**src/rtl/swo_uart_pkg.sv**
```systemverilog
// Shared types and constants for the SWO UART receiver: FSM states,
// default oversampling ratio and the sample indices used for bit voting.
package swo_uart_pkg;

    typedef enum logic [2:0] {
        ST_IDLE,
        ST_START,
        ST_DATA,
        ST_STOP,
        ST_WAIT_HIGH
    } rx_state_t;

    localparam int unsigned OVERSAMPLE_DFLT = 16;

    localparam int unsigned VOTE_IDX_A = 7;
    localparam int unsigned VOTE_IDX_B = 8;
    localparam int unsigned VOTE_IDX_C = 9;

    function automatic logic majority3(input logic a, input logic b, input logic c);
        return (a & b) | (a & c) | (b & c);
    endfunction

endpackage

```
**src/rtl/sync_fifo.sv**
```systemverilog
// Synchronous shift-register FIFO: head entry is always slot 0, so the
// read data comes straight from a register.
module sync_fifo #(
    parameter int unsigned WIDTH = 8,
    parameter int unsigned DEPTH = 8
) (
    input  logic             clk,
    input  logic             rst,
    input  logic             push_i,
    input  logic [WIDTH-1:0] push_data_i,
    output logic             full_o,
    output logic             pop_valid_o,
    output logic [WIDTH-1:0] pop_data_o,
    input  logic             pop_ready_i
);
    localparam int unsigned AW = (DEPTH > 1) ? $clog2(DEPTH) : 1;
    localparam int unsigned CW = $clog2(DEPTH + 1);

    logic [WIDTH-1:0] mem_q [DEPTH];
    logic [WIDTH-1:0] mem_d [DEPTH];
    logic [CW-1:0]    count_q, count_d;
    logic             valid_q, full_q;
    logic             pop_c, push_ok_c;
    logic [AW-1:0]    wr_idx_c;

    // A push into a full FIFO is accepted only when a pop frees a slot.
    assign pop_c     = valid_q && pop_ready_i;
    assign push_ok_c = push_i && (!full_q || pop_c);
    assign wr_idx_c  = pop_c ? AW'(count_q - CW'(1)) : AW'(count_q);

    always_comb begin
        mem_d = mem_q;
        if (pop_c) begin
            for (int i = 0; i < int'(DEPTH) - 1; i++) begin
                mem_d[AW'(i)] = mem_q[AW'(i + 1)];
            end
            mem_d[AW'(DEPTH - 1)] = '0;
        end
        if (push_ok_c) begin
            mem_d[wr_idx_c] = push_data_i;
        end
        count_d = count_q + CW'(push_ok_c) - CW'(pop_c);
    end

    always_ff @(posedge clk) begin
        if (rst) begin
            mem_q   <= '{default: '0};
            count_q <= '0;
            valid_q <= 1'b0;
            full_q  <= 1'b0;
        end else begin
            mem_q   <= mem_d;
            count_q <= count_d;
            valid_q <= (count_d != '0);
            full_q  <= (count_d == CW'(DEPTH));
        end
    end

    assign full_o      = full_q;
    assign pop_valid_o = valid_q;
    assign pop_data_o  = mem_q[0];

endmodule

```
**src/rtl/swo_uart_rx.sv**
```systemverilog
// Oversampling 8N1 receiver for the SWO trace line with majority voting,
// frame/break/overrun reporting and an output byte FIFO.
module swo_uart_rx
    import swo_uart_pkg::*;
#(
    parameter int unsigned OVERSAMPLE = OVERSAMPLE_DFLT,
    parameter int unsigned DIV_WIDTH  = 16,
    parameter int unsigned FIFO_DEPTH = 8
) (
    input  logic                 clk,
    input  logic                 rst,
    input  logic                 rx,
    input  logic                 enable,
    input  logic [DIV_WIDTH-1:0] div,
    output logic [7:0]           m_data,
    output logic                 m_valid,
    input  logic                 m_ready,
    output logic                 frame_err,
    output logic                 overrun,
    output logic                 break_det,
    output logic                 busy
);
    localparam int unsigned SW = $clog2(OVERSAMPLE);

    logic                 sync1_q, rx_s_q;
    logic [DIV_WIDTH-1:0] div_cnt_q;
    rx_state_t            state_q;
    logic [SW-1:0]        sample_cnt_q;
    logic [2:0]           bit_cnt_q;
    logic [7:0]           shift_q;
    logic                 vote_a_q, vote_b_q;
    logic                 busy_q, frame_err_q, break_q, overrun_q;
    logic                 tick_c, start_c, vote_c, decide_c, push_c;
    logic                 fifo_full;

    assign tick_c   = (div_cnt_q == '0);
    assign start_c  = (state_q == ST_IDLE) && enable && !rx_s_q;
    assign vote_c   = majority3(vote_a_q, vote_b_q, rx_s_q);
    assign decide_c = tick_c && (sample_cnt_q == SW'(VOTE_IDX_C));
    assign push_c   = enable && decide_c && (state_q == ST_STOP) && vote_c;

    // Line synchronizer and sample-tick divider (restarted at each frame start).
    always_ff @(posedge clk) begin
        if (rst) begin
            sync1_q   <= 1'b1;
            rx_s_q    <= 1'b1;
            div_cnt_q <= div;
        end else begin
            sync1_q <= rx;
            rx_s_q  <= sync1_q;
            if (!enable || start_c || tick_c) begin
                div_cnt_q <= div;
            end else begin
                div_cnt_q <= div_cnt_q - DIV_WIDTH'(1);
            end
        end
    end

    always_ff @(posedge clk) begin
        frame_err_q <= 1'b0;
        break_q     <= 1'b0;
        if (rst || !enable) begin
            state_q      <= ST_IDLE;
            busy_q       <= 1'b0;
            sample_cnt_q <= '0;
            bit_cnt_q    <= '0;
            shift_q      <= '0;
            vote_a_q     <= 1'b1;
            vote_b_q     <= 1'b1;
        end else begin
            case (state_q)
                ST_IDLE: begin
                    if (start_c) begin
                        state_q      <= ST_START;
                        busy_q       <= 1'b1;
                        sample_cnt_q <= '0;
                        bit_cnt_q    <= '0;
                    end
                end
                ST_WAIT_HIGH: begin
                    if (rx_s_q) begin
                        state_q <= ST_IDLE;
                        busy_q  <= 1'b0;
                    end
                end
                default: begin
                    if (tick_c) begin
                        sample_cnt_q <= (sample_cnt_q == SW'(OVERSAMPLE - 1)) ? '0
                                      : sample_cnt_q + SW'(1);
                        if (sample_cnt_q == SW'(VOTE_IDX_A)) vote_a_q <= rx_s_q;
                        if (sample_cnt_q == SW'(VOTE_IDX_B)) vote_b_q <= rx_s_q;
                    end
                    // Bit decisions happen on the third vote sample.
                    if (decide_c) begin
                        case (state_q)
                            ST_START: begin
                                if (vote_c) begin
                                    state_q <= ST_IDLE;
                                    busy_q  <= 1'b0;
                                end else begin
                                    state_q <= ST_DATA;
                                end
                            end
                            ST_DATA: begin
                                shift_q   <= {vote_c, shift_q[7:1]};
                                bit_cnt_q <= bit_cnt_q + 3'd1;
                                if (bit_cnt_q == 3'd7) state_q <= ST_STOP;
                            end
                            ST_STOP: begin
                                if (vote_c) begin
                                    state_q <= ST_IDLE;
                                    busy_q  <= 1'b0;
                                end else begin
                                    state_q <= ST_WAIT_HIGH;
                                    if (shift_q == 8'h00) break_q     <= 1'b1;
                                    else                  frame_err_q <= 1'b1;
                                end
                            end
                            default: ;
                        endcase
                    end
                end
            endcase
        end
    end

    always_ff @(posedge clk) begin
        if (rst) overrun_q <= 1'b0;
        else     overrun_q <= push_c && fifo_full && !(m_valid && m_ready);
    end

    sync_fifo #(
        .WIDTH (8),
        .DEPTH (FIFO_DEPTH)
    ) u_fifo (
        .clk         (clk),
        .rst         (rst),
        .push_i      (push_c),
        .push_data_i (shift_q),
        .full_o      (fifo_full),
        .pop_valid_o (m_valid),
        .pop_data_o  (m_data),
        .pop_ready_i (m_ready)
    );

    assign frame_err = frame_err_q;
    assign break_det = break_q;
    assign overrun   = overrun_q;
    assign busy      = busy_q;

endmodule

```
**config.mk**
```make
export PLATFORM = sky130hd
export DESIGN_NAME = swo_uart_rx
export DESIGN_NICKNAME = d
export VERILOG_FILES = /design/src/rtl/swo_uart_pkg.sv /design/src/rtl/sync_fifo.sv /design/src/rtl/swo_uart_rx.sv
export SDC_FILE = /design/constraint.sdc
export NUM_CORES = 1
export LEC_CHECK = 0
export ABC_AREA = 1
export BUFFER_PORTS_ARGS = -buffer_cell sky130_fd_sc_hd__buf_4
export CAP_MARGIN = 10
export CELL_PAD_IN_SITES_DETAIL_PLACEMENT = 1
export CELL_PAD_IN_SITES_GLOBAL_PLACEMENT = 2
export CORE_ASPECT_RATIO = 0.75
export CORE_MARGIN = 2
export CORE_UTILIZATION = 23
export DETAILED_ROUTE_END_ITERATION = 10
export GPL_ROUTABILITY_DRIVEN = 1
export PLACE_DENSITY = 0.59
export SYNTH_ARGS = -nofsm -noshare
export SYNTH_HDL_FRONTEND = slang
export SYNTH_SLANG_ARGS = --single-unit
export TNS_END_PERCENT = 10
```
**constraint.sdc**
```tcl
create_clock -name clk -period 2.2 [get_ports clk]
set_input_delay 0.44 -clock clk [delete_from_list [all_inputs] [get_ports clk]]
set_output_delay 0.44 -clock clk [all_outputs]
set_load 0.1 [all_outputs]
```
==> flow_summary.html <==
<table>
<tr><th>Metric</th><th>Value</th></tr>
<tr><th colspan="2">Run status</th></tr>
<tr><td>Outcome</td><td>finished, violations left</td></tr>
<tr><td>Violated checks</td><td>negative setup slack</td></tr>
<tr><th colspan="2">STA</th></tr>
<tr><td>Fin. Hold Viols</td><td>0</td></tr>
<tr><td>RSZ-0062 raised after global routing</td><td>yes</td></tr>
<tr><td>Max-slew violations</td><td>0</td></tr>
<tr><td>Final-report setup violation count</td><td>1</td></tr>
<tr><td>Period utilisation layout</td><td>100%</td></tr>
<tr><td>F_max</td><td>0.454 GHz</td></tr>
<tr><td>Clk_skew</td><td>0.0104 ns</td></tr>
<tr><td>Crit path time final</td><td>2.20 ns</td></tr>
<tr><td>Post-route worst setup slack</td><td>-0.000941 ns</td></tr>
<tr><td>Tightest hold margin</td><td>0.278 ns</td></tr>
<tr><td>Worst Max-Slew Pin Slew</td><td>0.575 ns</td></tr>
<tr><td>Slew Limit Headroom</td><td>61.3%</td></tr>
<tr><th colspan="2">Finish</th></tr>
<tr><td># nets final</td><td>722</td></tr>
<tr><td>Area of the multi-input gates</td><td>0.00223 mm²</td></tr>
<tr><td>Top library cells by usage in the layout, fill and taps aside</td><td>183 x sky130_fd_sc_hd__nand2_1, 117 x sky130_fd_sc_hd__nor2_1, 77 x sky130_fd_sc_hd__dfxtp_1, 71 x sky130_fd_sc_hd__inv_1, 64 x sky130_fd_sc_hd__buf_4</td></tr>
<tr><td>Area occupied by registers</td><td>0.00161 mm²</td></tr>
<tr><td>Share of cells above drive strength 1</td><td>17.1%</td></tr>
<tr><td>Number of antenna cells inserted</td><td>0</td></tr>
<tr><td>Area growth from synthesis to layout</td><td>23.0%</td></tr>
<tr><td>Post-route non-filler standard cell count</td><td>939</td></tr>
<tr><td>Most common cell after layout, fill and taps aside</td><td>sky130_fd_sc_hd__nand2_1</td></tr>
<tr><td>Filler instances</td><td>2,301</td></tr>
<tr><td>Final non-filler cell area</td><td>0.00524 mm²</td></tr>
<tr><th colspan="2">Yosys</th></tr>
<tr><td>Number of nets produced by synthesis</td><td>673</td></tr>
<tr><td>Async set-reset flop share out of synthesis</td><td>0%</td></tr>
<tr><td>Register bit count reported by yosys</td><td>80</td></tr>
<tr><td>Register area share after synthesis</td><td>37.6%</td></tr>
<tr><td>Synth unique cells</td><td>35</td></tr>
<tr><td>Synthesis warning total</td><td>0</td></tr>
<tr><td>Number of cells produced by synthesis</td><td>639</td></tr>
<tr><td>Flip-flop cell with the highest count after synthesis</td><td>sky130_fd_sc_hd__dfxtp_1</td></tr>
<tr><td>Mapped cell area</td><td>0.00426 mm²</td></tr>
<tr><td>Avg Synthesized Cell Area</td><td>6.66 µm²</td></tr>
<tr><td>Number of enable flip-flop cells after synthesis</td><td>0</td></tr>
<tr><th colspan="2">Clocking</th></tr>
<tr><td>CTS Root Cell</td><td>sky130_fd_sc_hd__clkbuf_16</td></tr>
<tr><td>Skew-Pair Late Insertion Delay</td><td>0.35 ns</td></tr>
<tr><td>Max Buffers Root-to-Sink</td><td>2</td></tr>
<tr><td>Clock-pin slew of the registers on the worst-case setup and hold paths</td><td>0.07 ns</td></tr>
<tr><td>CTS Sinks</td><td>80</td></tr>
<tr><td>Level count of the clock H-tree</td><td>3</td></tr>
<tr><td>TritonCTS clock tree</td><td>built</td></tr>
<tr><td>Total clock buffers created by CTS</td><td>9</td></tr>
<tr><th colspan="2">Floorplanning</th></tr>
<tr><td>Die area</td><td>0.0196 mm²</td></tr>
<tr><td>Initial Util</td><td>23.3%</td></tr>
<tr><td>Die Y</td><td>122 µm</td></tr>
<tr><td>Top-level I/O count</td><td>34</td></tr>
<tr><td>Core ar.</td><td>0.0183 mm²</td></tr>
<tr><td>Row cnt</td><td>43</td></tr>
<tr><td>Width of the die</td><td>161 µm</td></tr>
<tr><th colspan="2">Power</th></tr>
<tr><td>Power density normalized to cell area</td><td>832 mW/mm²</td></tr>
<tr><td>Worst IR drop on VDD</td><td>0.290 mV</td></tr>
<tr><td>Total power</td><td>4.36 mW</td></tr>
<tr><td>Leakage Power</td><td>2.51 nW</td></tr>
<tr><th colspan="2">Place</th></tr>
<tr><td>Count of buffers inserted at the top-level ports</td><td>33</td></tr>
<tr><td>Area after DPL</td><td>0.00488 mm²</td></tr>
<tr><td>Detail Placement HPWL</td><td>8800 µm</td></tr>
<tr><td>Pre-CTS worst setup slack</td><td>-0.0630 ns</td></tr>
<tr><td>GP Congestion</td><td>0.726</td></tr>
<tr><td>Cell total after placement</td><td>920</td></tr>
<tr><th colspan="2">GRT</th></tr>
<tr><td>Number of antenna violations at the first check in global routing</td><td>0</td></tr>
<tr><td>Pin count of the biggest net entering global routing</td><td>33</td></tr>
<tr><td>Overall global routing resource usage</td><td>13.3%</td></tr>
<tr><td>Global-route wire length before repair</td><td>20,600 µm</td></tr>
<tr><td>Via count of the first global-routing pass</td><td>3,999</td></tr>
<tr><td>Total overflow reported by the global router</td><td>0</td></tr>
<tr><th colspan="2">Setup path</th></tr>
<tr><td>Required time at the endpoint of the critical path</td><td>2.41 ns</td></tr>
<tr><td>Most numerous cell on the critical path</td><td>sky130_fd_sc_hd__inv_2</td></tr>
<tr><td>CP Data Arrival Time</td><td>2.41 ns</td></tr>
<tr><td>Cell family contributing the most delay on the critical path</td><td>adder cells</td></tr>
<tr><td>Critical setup path kind</td><td>register to register</td></tr>
<tr><td>Highest-delay cell along the critical path</td><td>sky130_fd_sc_hd__fa_1</td></tr>
<tr><td>Startpoint class of the critical path</td><td>register</td></tr>
<tr><td>Largest stage delay on the critical path</td><td>0.45 ns</td></tr>
<tr><td>Number of buffers and inverters on the critical path</td><td>2</td></tr>
<tr><td>CP max FO</td><td>2</td></tr>
<tr><td>Element type at the critical path end</td><td>register</td></tr>
<tr><td>CP cell instances</td><td>inv_2, ha_4, inv_2, nor2_2, nand2_2, nor2_4, nand3_4, nor3b_2, ha_2, fa_1, nor3_2, o21ai_0</td></tr>
<tr><th colspan="2">Route</th></tr>
<tr><td>Vias per cell</td><td>4.12</td></tr>
<tr><td>Violation count after the first detailed-route iteration</td><td>167</td></tr>
<tr><td>Via count</td><td>3,866</td></tr>
<tr><td>Number of DRC violations after detailed routing</td><td>0</td></tr>
<tr><td>Remaining antenna violation count after routing</td><td>0</td></tr>
<tr><td>Wirelength, routed</td><td>12,000 µm</td></tr>
<tr><td>Initial DRT Pass Iterations</td><td>4</td></tr>
<tr><td>Average wire length per cell after detail routing</td><td>12.8 µm</td></tr>
<tr><th colspan="2">Hold path</th></tr>
<tr><td>Hold WC Path Type</td><td>primary input to register</td></tr>
<tr><th colspan="2">Flow run</th></tr>
<tr><td>Max-cap check violation count</td><td>0</td></tr>
</table>
[synthesized netlist by cell type, drive strengths merged, types with 2 or more instances]
cell type  number  share of area [%]
o21ai          38                4.6
a21oi          19                2.2
xnor2           6                1.2
dfxtp          80                 38
or2             2               0.29
nor3b           3               0.65
nand4          10                1.5
nand2         187                 17
ha             12                3.5
xor2            9                1.9
nand3          20                3.8
buf            17                3.1
clkinv          2               0.18
clkbuf          9               0.79
nor3           10                1.2
nor2          127                 12
inv            81                7.1
[flip-flops by register name, indices dropped and copies added, names as in the netlist, 3 cells and up]
signal	cells
u_fifo.pop_data_o	8
u_fifo.count_q	4
state_q	3
shift_q	8
u_fifo.mem_q	24
div_cnt_q	16
bit_cnt_q	3
sample_cnt_q	4
[power by group]
group	internal, mW	switching [mW]	leakage [nW]
clock network	0.939	0.608	0.148
registers	1.55	0.0744	0.653
logic	0.409	0.776	1.71
total	2.90	1.46	2.51
[worst paths after layout]
kind                              startpoint            endpoint  slack [ns]  cells past startpoint
worst max-delay path            div_cnt_q[1]  u_fifo.pop_valid_o     -0.0009                     12
worst min register to register       sync1_q              rx_s_q        0.43                      1
worst max register to register  div_cnt_q[1]  u_fifo.pop_valid_o     -0.0009                     12
worst min-delay path                      rx             sync1_q        0.28                      2
[logic make-up after synthesis]
group | count (synthesis) | share of synthesized area, %
DFF | 80 | 37.6
buffers and inverters | 109 | 11.2
AOI/OAI and AO/OA | 60 | 7.29
and+or+nand+nor | 362 | 36.8
adders and majority gates | 13 | 4.00
xor gates and xnor gates | 15 | 3.09
[metal layers]
metal	global-route usage [%]	up-vias	wire, µm
li1	-	2058	-
met1	19.2	1769	6580
met2	19.7	29	5040
met3	3.13	10	285
met4	3.91	0	133
met5	0	-	0
[cell type report]
class | instances | area share, %
clock buffer | 12 | 4.92
clock inverter | 3 | 0.765
inverter | 83 | 6.00
multi-input combinational | 450 | 42.5
sequential | 80 | 30.7
tap | 247 | 5.90
timing repair buffer | 64 | 9.18
[stage by stage]
step,setup TNS (ns),util [%]
final,-0.000941,28.6
after CTS,0,28.4
after floorplan,0,-
after global placement,-0.0134,26.7
after detailed placement,-0.122,26.7
after global routing,-0.368,28.6
[repair_timing]
action,in CTS,in global routing
gates resized for setup,1,11
buffers inserted,1,3
hold buffers,0,0
hold endpoints to repair,0,0
pin swaps,3,8
setup endpoints to repair,2,3
Power figures use the tool's default switching activity.
